[src/rtl/pri_arbiter.sv]
// Clocked N-way arbiter with fixed or round-robin priority and a per-owner hold limit.
// One owner at a time; all outputs come straight from registers.
module pri_arbiter #(
    parameter int N        = 8,
    parameter int AW       = 3,
    parameter int MAX_HOLD = 16,
    parameter int RR_EN    = 1
) (
    input  logic          clk,
    input  logic          rst,
    input  logic          ena,
    input  logic [N-1:0]  req_vec,
    output logic [N-1:0]  gnt_vec,
    output logic [AW-1:0] gnt_addr,
    output logic          gnt_valid,
    output logic          timeout
);

    localparam int HCW = $clog2(MAX_HOLD) + 1;

    typedef enum logic {
        IDLE = 1'b0,
        BUSY = 1'b1
    } state_t;

    state_t         r_state;
    logic [N-1:0]   r_gnt_vec;
    logic [AW-1:0]  r_gnt_addr;
    logic           r_timeout;
    logic [HCW-1:0] r_hold_cnt;
    logic [AW-1:0]  r_ptr;

    state_t         w_state_nxt;
    logic [N-1:0]   w_gnt_vec_nxt;
    logic [AW-1:0]  w_gnt_addr_nxt;
    logic           w_timeout_nxt;
    logic [HCW-1:0] w_hold_cnt_nxt;
    logic [AW-1:0]  w_ptr_nxt;

    logic [AW-1:0]  w_base;
    logic           w_win_found;
    logic [AW-1:0]  w_win_addr;
    logic           w_owner_req;
    logic           w_hold_last;

    // Search downward from base-1, wrapping, so base itself is tried last.
    // Fixed priority is the same search anchored at 0: N-1 first, 0 last.
    always_comb begin
        w_base      = (RR_EN != 0) ? r_ptr : '0;
        w_win_found = 1'b0;
        w_win_addr  = '0;
        for (int i = 1; i <= N; i++) begin
            logic [AW-1:0] idx;
            idx = w_base - AW'(i);
            if (!w_win_found && req_vec[idx]) begin
                w_win_found = 1'b1;
                w_win_addr  = idx;
            end
        end
    end

    assign w_owner_req = req_vec[r_gnt_addr];
    assign w_hold_last = (MAX_HOLD != 0) && (r_hold_cnt == HCW'(MAX_HOLD - 1));

    // NOTE: every signal written here gets a default first, so no path can leave
    // one unassigned and infer a latch.
    always_comb begin
        w_state_nxt    = r_state;
        w_gnt_vec_nxt  = r_gnt_vec;
        w_gnt_addr_nxt = r_gnt_addr;
        w_timeout_nxt  = 1'b0;
        w_hold_cnt_nxt = r_hold_cnt;
        w_ptr_nxt      = r_ptr;
        case (r_state)
            IDLE: begin
                w_gnt_vec_nxt  = '0;
                w_gnt_addr_nxt = '0;
                if (ena && w_win_found) begin
                    w_state_nxt    = BUSY;
                    w_gnt_vec_nxt  = {{(N-1){1'b0}}, 1'b1} << w_win_addr;
                    w_gnt_addr_nxt = w_win_addr;
                    w_hold_cnt_nxt = '0;
                end
            end
            BUSY: begin
                if (!w_owner_req || w_hold_last) begin
                    // A dropped request takes precedence, so timeout only fires
                    // when the owner is still asking.
                    w_state_nxt    = IDLE;
                    w_gnt_vec_nxt  = '0;
                    w_gnt_addr_nxt = '0;
                    w_hold_cnt_nxt = '0;
                    w_timeout_nxt  = w_owner_req;
                    if (RR_EN != 0) begin
                        w_ptr_nxt = r_gnt_addr;
                    end
                end else if (MAX_HOLD != 0) begin
                    w_hold_cnt_nxt = r_hold_cnt + 1'b1;
                end
            end
            default: w_state_nxt = IDLE;
        endcase
    end

    // NOTE: state registers use non-blocking assignments so every flop samples
    // the pre-edge values regardless of statement order.
    always_ff @(posedge clk) begin
        if (rst) begin
            r_state    <= IDLE;
            r_gnt_vec  <= '0;
            r_gnt_addr <= '0;
            r_timeout  <= 1'b0;
            r_hold_cnt <= '0;
            r_ptr      <= '0;
        end else begin
            r_state    <= w_state_nxt;
            r_gnt_vec  <= w_gnt_vec_nxt;
            r_gnt_addr <= w_gnt_addr_nxt;
            r_timeout  <= w_timeout_nxt;
            r_hold_cnt <= w_hold_cnt_nxt;
            r_ptr      <= w_ptr_nxt;
        end
    end

    assign gnt_vec   = r_gnt_vec;
    assign gnt_addr  = r_gnt_addr;
    assign gnt_valid = |r_gnt_vec;
    assign timeout   = r_timeout;

endmodule

[config.mk]
export PLATFORM = sky130hd
export DESIGN_NAME = pri_arbiter
export DESIGN_NICKNAME = d
export VERILOG_FILES = /design/src/rtl/pri_arbiter.sv
export SDC_FILE = /design/constraint.sdc
export NUM_CORES = 1
export LEC_CHECK = 0
export CAP_MARGIN = 20
export CORE_UTILIZATION = 35
export CTS_BUF_LIST = sky130_fd_sc_hd__clkbuf_4
export DETAILED_ROUTE_END_ITERATION = 7
export SLEW_MARGIN = 0
export SYNTH_ARGS = -nofsm -noshare
export SYNTH_HDL_FRONTEND = slang
export SYNTH_SLANG_ARGS = --single-unit
[constraint.sdc]
create_clock -name clk -period 6.5 [get_ports clk]
set_clock_uncertainty 0.2 [all_clocks]
set_input_delay 0.975 -clock clk [delete_from_list [all_inputs] [get_ports clk]]
set_output_delay 0.975 -clock clk [all_outputs]
set_load 0.02 [all_outputs]
== Word level (Yosys, flattened, before mapping) ==
Cells that the tools add are included.
W data, S select, Z words.

* Register bits after elaboration: 21
* Output and inout port bits: 13
* Word-level logic and storage cells: 95
* Input port bits: 11

* Mux-type cells: 46
* Shift operators: 1
* $add $sub $neg: 8
* $lt $le $gt $ge: 9
* Bitwise operators: 2
* Eq/ne operators: 3
* Reductions and logical operators: 20

{| class="wikitable"
|+ Operators by type and width
! operator !! number
|-
| $lt A3 B4 Y1 const B || 9
|-
| $mux W3 || 10
|-
| $bmux W1 S3 || 9
|-
| $mux W1 || 19
|-
| $mux W8 || 2
|-
| $pmux W8 S2 || 1
|-
| $sub A3 B3 Y3 const B || 4
|-
| $mux W5 || 2
|-
| $pmux W5 S2 || 1
|-
| $logic_and A1 B1 Y1 || 8
|-
| $logic_not A1 Y1 || 8
|-
| $reduce_or A8 Y1 || 1
|-
| $shl A1 B3 Y8 const A || 1
|-
| $pmux W3 S2 || 1
|-
| $sub A3 B2 Y3 const B || 2
|-
| $add A5 B1 Y5 const B || 1
|-
| $eq A5 B4 Y1 const B || 1
|-
| $reduce_or A3 Y1 || 1
|-
| $sub A3 B1 Y3 const B || 1
|-
| $ne A2 B1 Y1 const B || 1
|-
| $ne A2 B2 Y1 const B || 1
|-
| $not A1 Y1 || 2
|-
| $pmux W1 S2 || 1
|-
| $reduce_and A2 Y1 || 1
|-
| $logic_or A1 B1 Y1 || 1
|}

== Longest topological paths before layout ==
* Word-level depth: 28
* Gate-level depth with buffers: 14
* Mapped depth without buffers: 10

== Least setup slack after synthesis ==
No wires, ideal clock.

* Kind: flip-flop to flip-flop
* From: register r_ptr[1]
* To: register r_gnt_vec[0], in the netlist gnt_vec[0]
* Path buffers: 3
* Setup time: 0.117 ns
* Slack: 2.975 ns
* Required time: 6.183 ns
* Data arrival time: 3.209 ns
* Cell stages (with the launch flop): 13
* Clock period less this slack: 3.525 ns
* Cell sequence: dfxtp_1 -> buf_6 -> buf_2 -> inv_1 -> ha_1 -> buf_6 -> mux2_2 -> mux4_2 -> or2_4 -> o41ai_4 -> o2bb2ai_2 -> nor2b_1 -> a22o_1

* Longest elaborated chain between the ends: 28
* Elaborated cells on any way between the ends: 57
* Classes of those cells: add/sub (7); shift (1); mux (34); reduce/logical (15)

{| class="wikitable"
|+ Ends and longest elaborated chain
! element !! line !! text
|-
| start: declaration || 31 || <nowiki>logic [AW-1:0] r_ptr;</nowiki>
|-
| start signal: assignment || 121 || <nowiki>r_ptr <= w_ptr_nxt;</nowiki>
|-
| $sub A3 B1 Y3 || 54 || <nowiki>idx = w_base - AW'(i);</nowiki>
|-
| $bmux W1 S3 || 55 || <nowiki>if (!w_win_found && req_vec[idx]) begin</nowiki>
|-
| $mux W1 (implied by the code) || 55 ||
|-
| $mux W1 || 55 ||
|-
| $logic_not A1 Y1 || 55 ||
|-
| $logic_and A1 B1 Y1 || 55 ||
|-
| $mux W1 || 55 ||
|-
| $logic_not A1 Y1 || 55 ||
|-
| (+12 left out) || -- ||
|-
| $logic_and A1 B1 Y1 || 55 ||
|-
| $mux W1 || 55 ||
|-
| $logic_not A1 Y1 || 55 ||
|-
| $logic_and A1 B1 Y1 || 55 ||
|-
| $mux W3 or $mux W1 (tied branches) || 55 ||
|-
| $shl A1 B3 Y8 or $logic_and A1 B1 Y1 (tied branches) || 80, 78 ||
|-
| $mux W8 (*) || 78 || <nowiki>if (ena && w_win_found) begin</nowiki>
|-
| $pmux W8 S2 (*) || 74 || <nowiki>case (r_state)</nowiki>
|-
| end signal: assignment || 117 || <nowiki>r_gnt_vec <= w_gnt_vec_nxt;</nowiki>
|-
| end: declaration || 27 || <nowiki>logic [N-1:0] r_gnt_vec;</nowiki>
|}

Every way passes the cells marked *; elsewhere a longest branch is shown, timed or not. The select of a mux whose other input is x is not followed.
A chain may end at the register's enable or synchronous reset.

== Worst setup path in the final report ==
* From: register r_ptr[0]
* To: register r_gnt_vec[1], in the netlist gnt_vec[1]

The elaborated chain is that of the path after synthesis.

==> impl_metrics.yaml <==
cells_and_area:
  multi_input_area_um2: 1575
  diodes: 0
  design_area_um2: 2376
  layout.area.seq_um2: 420.4
  fin_nets: 241
  fill_cells: 558
  fin_cells: 297
  area_growth_pct: 14.33
  drive_gt1_share_pct: 22.22
sta:
  period_minus_slack_ns: 4.147
  slew_headroom_pct: 48.25
  setup_viol: 0
  finalSetupTns_ns: 0
  tightest_slew_ns: 0.7752
  fmax_ghz: 0.2411
  fin_crit_sh_pct: 63.80
  hold_violations: 0
  maxSlewViolCount: 0
  rsz0062_at_grt: "no"
  whs_ns: 0.2833
yosys:
  netlist_instances: 207
  synth.area.top_cells: "dfxtp_1 (20%), mux4_2 (15%), mux2i_1 (10%)"
  async_reset_ff_share_pct: 0
  ys_seq_elements: 21
  ys_dominant_reg_cell: "dfxtp_1"
  synth_edf_count: 0
  synth_top_area_cell: "dfxtp_1"
  syn_area_um2: 2078
  synth.avg_cell_area_um2: 10.04
  synth_cell_type_count: 60
  synth_common_cells: "nor2_1 (22), dfxtp_1 (21), mux2i_1 (21)"
  synth_nets: 222
  yosysSeqAreaShare_pct: 20.23
  synthMostInstantiatedCell: "nor2_1"
  yosysWarnings: 0
  yosysTopAreaCellShare_pct: 20.23
floorplanning:
  ios: 24
  die_w_um: 79.06
  die_area_um2: 6250
  placementRows: 27
  start_util_pct: 37.06
  die_y_um: 79.06
  design.core.area_um2: 5608
min_path:
  hold_start: "gnt_vec[2]"
  min_path_type: "flip-flop to flip-flop"
power:
  power_mw: 0.3546
  p_per_area_nw_per_um2: 149.2
  ir_drop_mv: 0.07586
  p_leak_nw: 0.8444
detailed_routing:
  vias: 1769
  vias_per_cell: 5.956
  remaining_drc_errors: 0
  post_drt_wl_per_cell_um: 16.59
  dr.pass1.iters: 4
  routed_wl_um: 4926
  drtIter0Drc: 123
  ant_nets: 0
clock_network:
  cts_hold_buf: 0
  cts_setup_buffers: 0
  cts_buffer_depth: 2
  cts_tree: "built"
  cts-buffers-inserted: 3
  clock_latency_ns: 0.31
  clockRootBuffer: "clkbuf_4"
  h-tree-depth: 1
  cts_resized: 0
  cts.sinks: 21
  clk_pin_slew_worst_paths_ns: 0.11
worst_setup_path:
  r2r-end: "gnt_vec[1]"
  rrSetupSlack_ns: 2.35
  critPathKind: "flip-flop to flip-flop"
  end_kind: "flip-flop"
  crit_fanout: 20
  endpoint: "gnt_vec[1]"
  startpoint_type: "flip-flop"
  worst_r2r_path_depth: 10
  crit_required_ns: 6.50
  cp-startpoint: "r_ptr[0]"
  rr_startpoint: "r_ptr[0]"
  cp.arrival_ns: 4.15
grt:
  grt_pass1_wl_um: 8535
  grt_max_degree: 22
  grt_usage_pct: 17.24
  grt_overflow_total: 0
  grt_pass1_vias: 1651
  antenna_found_initial: 0
placement:
  dp_hpwl_um: 3669
  placed_area_um2: 2346
  dp_cells: 293
  port_buffers: 23
  gp_congestion: 0.8201
status:
  status: "finished, final reports clean"
run:
  maxCapViolCount: 0
## power by group
| group | switching (mW) | total (mW) | internal, mW |
|---|---|---|---|
| Clock | 0.0391 | 0.0672 | 0.0281 |
| Combinational | 0.0793 | 0.147 | 0.0673 |
| Sequential | 0.00683 | 0.141 | 0.134 |
| Total | 0.125 | 0.355 | 0.229 |
## per-layer routing
layer	part of all wire [%]	track usage, %	vias up
met2	47	26.72	34
met1	49	25.28	880
met3	3.6	2.759	4
met5	0	0	-
met4	0.77	3.091	0
li1	-	-	851
## kinds of logic (layout without fill, tap and decap cells)
family                   Yosys count  in the layout  synth area share (%)
XOR/XNOR                           5              5                 2.830
AND/OR/NAND/NOR                   63             63                 17.46
AO/OA/AOI/OAI                     50             50                 19.69
buffers and inverters             15             33                 3.973
adder cells (fa/ha/maj)            4              4                 2.408
multiplexers                      49             49                 33.41
flip-flops                        21             21                 20.23
## critical path, stage by stage (launching register included)
cell and delay, ns:
dfxtp_1 0.32, buf_4 0.27, inv_2 0.18, ha_1 0.82, mux2_2 0.45, mux4_2 0.54, nor4_2 0.38, o21ai_1 0.16
a21oi_2 0.32, nor2_1 0.12, a32o_1 0.28
## how the worst min path moves through the flow
stage               endpoint  slack [ns]  cells past startpoint
2_1_floorplan  r_hold_cnt[3]        0.25                      2
3_3_place_gp      gnt_vec[2]        0.26                      2
3_5_place_dp      gnt_vec[2]        0.27                      2
4_1_cts           gnt_vec[2]        0.29                      2
5_1_grt           gnt_vec[2]        0.32                      2
6_report          gnt_vec[2]        0.28                      2
## per-stage QoR
stage                     worst slack, ns  util [%]
final                               2.353     42.37
after global routing                2.116     42.37
after CTS                           2.364     42.37
after detailed placement            2.381     41.83
after global placement              2.374     41.83
after floorplan                     2.975         -
## flip-flops by register name (all words and copies together), names as in the netlist
signal	cells
gnt_addr	3
r_state	1
timeout	1
gnt_vec	8
r_hold_cnt	5
r_ptr	3
## cell type report
type / count / share of cell area [%]
clock buffer: 4 / 1.264
inverter: 4 / 0.6319
timing repair buffer: 25 / 10.32
tap: 72 / 3.791
multi-input combinational: 171 / 66.30
sequential: 21 / 17.69
## placed cells by master (no fill, tap or decap), types with 4 or more instances in the layout
| master | netlist | layout |
|---|---|---|
| nor2_1 | 22 | 22 |
| clkbuf_4 | 0 | 4 |
| clkdlybuf4s50_1 | 0 | 23 |
| mux2i_1 | 21 | 21 |
| a22o_1 | 5 | 5 |
| ha_1 | 4 | 4 |
| a22oi_1 | 4 | 4 |
| mux2_2 | 8 | 8 |
| nand2_1 | 9 | 9 |
| a21oi_1 | 11 | 11 |
| dfxtp_1 | 21 | 21 |
| mux4_2 | 14 | 14 |
| nor3_1 | 4 | 4 |
| and3_1 | 4 | 4 |
(Power assumes the default switching activity.)
